$ cat src/rtl/seg_display_scan.sv
// Four-digit multiplexed 7-segment scanner with frame-synchronous update.
// Shows a 12-bit word as three hex digits. The leftmost digit is always blank.
module seg_display_scan #(
    parameter int REFRESH_DIV = 4,
    parameter bit BLANK_LZ    = 1'b1
) (
    input  logic        clk,
    input  logic        rst_n,
    input  logic [11:0] data_in,
    input  logic        load,
    output logic [3:0]  an,
    output logic [6:0]  seg,
    output logic        updated
);

    localparam logic [15:0] PRESC_TOP = 16'(REFRESH_DIV - 1);

    logic [15:0] presc;
    logic [1:0]  idx;
    logic        tick;
    logic        frame_start;
    logic [11:0] shadow;
    logic [11:0] display;
    logic        pending;
    logic [3:0]  an_nxt;
    logic [3:0]  nib;
    logic        blank;
    logic [6:0]  glyph;

    assign tick        = (presc == PRESC_TOP);
    assign frame_start = tick && (idx == 2'd3);

    function automatic logic [6:0] font(input logic [3:0] n);
        logic [6:0] f;
        unique case (n)
            4'h0: f = 7'b0000001;
            4'h1: f = 7'b1001111;
            4'h2: f = 7'b0010010;
            4'h3: f = 7'b0000110;
            4'h4: f = 7'b1001100;
            4'h5: f = 7'b0100100;
            4'h6: f = 7'b0100000;
            4'h7: f = 7'b0001111;
            4'h8: f = 7'b0000000;
            4'h9: f = 7'b0000100;
            4'hA: f = 7'b0001000;
            4'hB: f = 7'b1100000;
            4'hC: f = 7'b0110001;
            4'hD: f = 7'b1000010;
            4'hE: f = 7'b0110000;
            4'hF: f = 7'b0111000;
        endcase
        return f;
    endfunction

    always_ff @(posedge clk or negedge rst_n) begin
        if (!rst_n) begin
            presc <= '0;
            idx   <= '0;
        end else begin
            presc <= tick ? '0 : presc + 16'd1;
            if (tick) idx <= idx + 2'd1;
        end
    end

    // Display only moves at frame start, so a frame never mixes two values.
    always_ff @(posedge clk or negedge rst_n) begin
        if (!rst_n) begin
            shadow  <= '0;
            display <= '0;
            pending <= 1'b0;
            updated <= 1'b0;
        end else begin
            if (load) shadow <= data_in;
            if (frame_start && pending) display <= shadow;
            updated <= frame_start && pending;
            if (load)             pending <= 1'b1;
            else if (frame_start) pending <= 1'b0;
        end
    end

    always_comb begin
        an_nxt = 4'b1111;
        nib    = display[3:0];
        blank  = 1'b1;
        unique case (idx)
            2'd0: begin
                an_nxt = 4'b1110;
                nib    = display[3:0];
                blank  = 1'b0;
            end
            2'd1: begin
                an_nxt = 4'b1101;
                nib    = display[7:4];
                blank  = BLANK_LZ && (display[11:4] == 8'h00);
            end
            2'd2: begin
                an_nxt = 4'b1011;
                nib    = display[11:8];
                blank  = BLANK_LZ && (display[11:8] == 4'h0);
            end
            2'd3: begin
                an_nxt = 4'b0111;
                blank  = 1'b1;
            end
        endcase
        glyph = font(nib);
    end

    always_ff @(posedge clk or negedge rst_n) begin
        if (!rst_n) begin
            an  <= 4'b1111;
            seg <= 7'b1111111;
        end else begin
            an  <= an_nxt;
            seg <= blank ? 7'b1111111 : glyph;
        end
    end

endmodule

$ cat config.mk
export PLATFORM = sky130hd
export DESIGN_NAME = seg_display_scan
export DESIGN_NICKNAME = d
export VERILOG_FILES = /design/src/rtl/seg_display_scan.sv
export SDC_FILE = /design/constraint.sdc
export NUM_CORES = 1
export LEC_CHECK = 0
export BUFFER_PORTS_ARGS = -buffer_cell sky130_fd_sc_hd__buf_2
export CAP_MARGIN = 20
export CORE_ASPECT_RATIO = 0.75
export CORE_MARGIN = 3
export CORE_UTILIZATION = 55
export DETAILED_ROUTE_END_ITERATION = 7
export PLACE_DENSITY_LB_ADDON = 0.2
export SYNTH_ARGS = -nofsm -noshare
export SYNTH_HDL_FRONTEND = slang
export SYNTH_SLANG_ARGS = --single-unit
$ cat constraint.sdc
create_clock -name clk -period 3.2 [get_ports clk]
set_input_delay 0.48 -clock clk [delete_from_list [all_inputs] [get_ports clk]]
set_output_delay 0.48 -clock clk [all_outputs]
set_load 0.005 [all_outputs]
==> results of run 1 <==
[power by group]
part | leakage [nW] | switching [W] | internal [W]
clock network | 0.0612 | 0.000211 | 0.000253
registers | 0.668 | 0.0000308 | 0.000752
logic | 0.624 | 0.0000772 | 0.0000888
total | 1.35 | 0.000319 | 0.00109
[cells by family after synthesis]
| kind of cell | Yosys count |
|---|---|
| muxes | 30 |
| buffers and inverters | 17 |
| xor gates and xnor gates | 17 |
| DFF | 55 |
| and+or+nand+nor | 53 |
| AOI/OAI and AO/OA | 32 |
| adders and majority gates | 12 |
[path summary, 6_finish.rpt]
kind / start / to / slack [ns] / depth (start not counted)
worst min-delay path: data_in[0] / shadow[0] / 0.40 / 2
max in group asynchronous: rst_n / seg[4] / 2.19 / 3
worst min register to register: presc[0] / presc[0] / 0.50 / 1
min in group asynchronous: rst_n / presc[13] / 0.55 / 2
worst max register to register: idx[0] / seg[6] / 0.77 / 7
worst max-delay path: idx[0] / seg[6] / 0.77 / 7
[registers in the layout, indices dropped and copies added (netlist names)]
signal	cells
an	4
display	12
idx	2
pending	1
presc	16
seg	7
shadow	12
updated	1
[cell usage after synthesis (all sizes together) (4+ instances only)]
cell type / count
mux2i: 4
ha: 12
nor4: 4
xor2: 6
o221ai: 4
a22oi: 4
o21ai: 4
xnor2: 11
nor2: 12
nor3: 6
a21oi: 5
mux2: 26
inv: 13
buf: 4
a21o: 4
nand3: 8
nand2: 11
dfrtp: 44
dfstp: 11
[layout by cell type, fill, tap and decap left out, types with 5 or more instances in the layout]
| cell | instances |
|---|---|
| dfstp_2 | 11 |
| ha_1 | 12 |
| clkbuf_8 | 6 |
| nor2_1 | 11 |
| mux2_2 | 16 |
| inv_1 | 13 |
| xnor2_1 | 11 |
| nand2_1 | 11 |
| xor2_1 | 6 |
| nand3_1 | 8 |
| mux2_4 | 10 |
| buf_2 | 26 |
| dfrtp_1 | 44 |
| nor3_1 | 5 |
[routing by layer]
metal	track usage [%]	vias up	part of all wire (%)
met1	28.6	828	55
li1	-	828	-
met2	22.6	46	39
met5	0	-	0
met4	4.47	0	0.15
met3	4.45	2	5.6
[per-stage QoR]
stage,hold WS (ns),total power [W],setup WS [ns],cells,util [%]
detailed placement,0.486,0.000959,0.844,296,62.5
CTS,0.358,0.00142,0.816,304,65.1
global placement,0.479,0.000955,0.976,296,62.5
global route,0.391,0.00149,0.477,306,65.8
finish,0.403,0.00141,0.771,306,65.8
floorplan,0.184,0.000894,1.09,216,-
[critical path: stages (launching register included)]
cell and delay (ns):
dfrtp_1 0.41, inv_1 0.11, ha_1 0.57, a21o_1 0.29, inv_1 0.12, ha_1 0.28, a2111oi_0 0.39, o31ai_1 0.16
[cell type report]
class,count,area [um^2]
clock buffers,6,82.6
inverters,13,48.8
fillers,342,1570
repair buffers,29,168
well taps,57,71.3
clock inverters,2,35.0
flip-flops and latches,55,1390
multi-input cells,144,1210
==> reports/qor.csv, run 1 <==
metric,value,unit
rows,21,
cts_tree,built,
critPathCaptureType,register,
tightest_slew,0.595,ns
gp_congestion,0.869,
dieArea,5760,um^2
ys_warn_count,0,
grt_first_pass_wirelength,7790,um
via_per_inst,5.57,
post_cts_resized,0,
drv_cap,0,
synth.ff_latch_count,55,
peakVddDrop,0.000327,V
critPathLaunchType,register,
syn_to_final_growth,12.0,%
hold_class,input pin to register,
clock_latency,0.30,ns
initialDrtViolationCount,114,
start_util,58.7,%
cts_hold_buf,0,
finalMaxSlewViolations,0,
cp_data_required_time,3.40,ns
synth_enable_flop_cells,0,
clkSinkCount,55,
period_share,75.9,%
path_clk_slew,0.09,ns
synth_xor_area_share,5.55,%
p_leak,1.35,nW
relSlewSlack,60.0,%
fin_skew,0.00904,ns
status,completed,
dieHeight,66.5,um
post-route-drc-count,0,
cp_max_fo,16,
grt_setup_unrepaired,no,
synthArstFlopShare,100,%
tns,0,ns
cts.path.max_buffers,2,
port_buffers,26,
synth_cell_types,42,
final_hold_viol_count,0,
synth_largest_area_cell,dfrtp_1,
synth_compound_area_share,8.76,%
fp.dieW,86.7,um
grt_pass1_vias,1588,
synth_top_area_share,41.0,%
cp.arrival,2.63,ns
cts_made_buffers,5,
syn_nets,243,
synth_fa_ha_area_share,5.59,%
synth_area,2680,um^2
antenna_cells,0,
synth-main-ff-cell,dfrtp_1,
synthSimpleGateAreaFrac,11.4,%
synthesis.instances,216,
grt_overflow,0,
fmaxAchievable,412,MHz
grt_max_degree,46,
final_cell_area,3010,um^2
synth_mux_area_share,13.8,%
post-dp-hpwl,3400,um
routedWlPerCell,14.9,um
drtPass1Iterations,4,
drive_above_1_share,33.3,%
setup_viol_count_final,0,
detail-route-antenna-nets,0,
critical_path_class,register to register,
synth_area_per_cell,12.4,um^2
ios,27,
place_area,2860,um^2
cts_max_level,2,
synth_top_family_by_area,multiplexers,
antenna_found_initial,0,
post_cts_buffers,0,
cellPowerDensity,470,nW/um^2
ys_top_cells_by_area,"dfrtp_1, dfstp_2, mux2_2",
period_minus_slack,2.43,ns
totalWireLength,4550,um
grt.total_usage,17.6,%
ys_seq_area_share,51.8,%
core_area,4570,um^2
vias,1704,
cts_root_buf,clkbuf_8,
fin_nets,275,
No activity file was read; power rests on OpenSTA's default activity.
==> run 2: changes to the inputs <==
Clock period 3.2 ns to 2.3 ns, I/O delays scaled along.
==> reports/qor.csv, run 2 (synthesized netlist as in run 1, its figures left out) <==
metric,value,unit
status,completed,
cp_max_fo,7,
grt_max_degree,56,
tightest_slew,0.658,ns
core_area,4570,um^2
power,0.00186,W
grt.total_usage,18.6,%
reg_top3,"presc: 16 flops, display: 12 flops, shadow: 12 flops",
vias,1721,
critPathLaunchType,register,
path_clk_slew,0.10,ns
antenna_found_initial,0,
cp.arrival,2.34,ns
fp.dieW,86.7,um
clkSinkCount,55,
totalWireLength,4710,um
p_leak,1.35,nW
peakVddDrop,0.000473,V
antenna_cells,0,
start_util,58.7,%
cts.path.max_buffers,2,
initialDrtViolationCount,152,
postLayoutCoreUtil,66.3,%
syn_to_final_growth,13.0,%
regToRegSetupSlack,0.16,ns
layout_common_cells,"dfrtp_1, buf_2, mux2_2",
post-dp-hpwl,3440,um
detail-route-antenna-nets,0,
critPathCaptureType,register,
ios,27,
cts_max_level,2,
rows,21,
met1_usage,29.4,%
period_share,93.0,%
layoutNonFillerInstCount,309,
grt_use_met2,24.9,%
dp.cells,298,
via_per_inst,5.57,
relSlewSlack,56.1,%
busiest_layer,met1,
dieArea,5760,um^2
finalMaxSlewViolations,0,
grt_first_pass_wirelength,8270,um
setup_viol_count_final,0,
grt_overflow,0,
dieHeight,66.5,um
final_hold_viol_count,0,
fin_hold_ws,0.134,ns
cts_root_buf,clkbuf_8,
largest_reg_flops,16,
cp_data_required_time,2.51,ns
final_common_cell,dfrtp_1,
drtPass1Iterations,4,
largest_register,presc,
fin_skew,0.0103,ns
grt_pass1_vias,1656,
grt_util_met3,4.57,%
cellPowerDensity,612,nW/um^2
cts_made_buffers,5,
clock_latency,0.31,ns
cts_tree,built,
port_buffers,26,
hold_class,input pin to asynchronous set/reset pin,
drive_above_1_share,36.9,%
routedWlPerCell,15.2,um
period_minus_slack,2.14,ns
drv_cap,0,
critical_path_class,register to register,
gp_congestion,0.866,
fmaxAchievable,468,MHz
fin_nets,278,
post-route-drc-count,0,
run 2: final cells by class:
type,instances,area [um^2]
multi-input combinational,144,1250
inverter,13,48.8
fill,357,1540
tap,57,71.3
sequential,55,1390
timing repair buffer,32,188
clock inverter,2,16.3
clock buffer,6,72.6
run 2: layer usage:
| metal | part of all wire, % | up-vias |
|---|---|---|
| met5 | 0 | - |
| met1 | 54 | 823 |
| met3 | 6.2 | 5 |
| li1 | - | 837 |
| met2 | 39 | 56 |
| met4 | 1.0 | 0 |
run 2: path summary, 6_finish.rpt:
check,start,end,cells past startpoint
hold / removal,rst_n,presc[8],2
min in group clk,data_in[1],shadow[1],2
setup / recovery,idx[0],seg[3],9
setup reg to reg,idx[0],seg[3],9
max in group asynchronous,rst_n,display[2],2
hold reg to reg,presc[0],presc[0],1
run 2: critical path, cell delays in order, from the launching register on:
cell	delay (ns)
dfrtp_1	0.42
buf_4	0.15
ha_2	0.23
a22oi_2	0.16
a21o_1	0.25
inv_1	0.12
ha_1	0.25
a211o_1	0.26
a21oi_1	0.12
o21ai_0	0.08
run 2: where the power goes:
part | internal, W | switching (W) | total, W
Clock | 0.000219 | 0.000310 | 0.000529
Combinational | 0.000125 | 0.000111 | 0.000236
Sequential | 0.00105 | 0.0000441 | 0.00109
Total | 0.00139 | 0.000465 | 0.00186
run 2: what timing repair did:
item	4_1_cts	5_1_grt
hold endpoints to repair	0	0
buffers inserted	0	3
endpoints found under the setup margin	0	5
gates resized for setup	0	10
hold buffers	0	0
run 2: through the flow:
step	area [um^2]	worst slack (ns)	TNS (ns)
2_1_floorplan	2680	0.185	0
3_3_place_gp	2890	0.184	0
3_5_place_dp	2890	0.0805	0
6_report	3030	0.162	0
4_1_cts	2980	0.0547	0
5_1_grt	3030	-0.0104	-0.0123
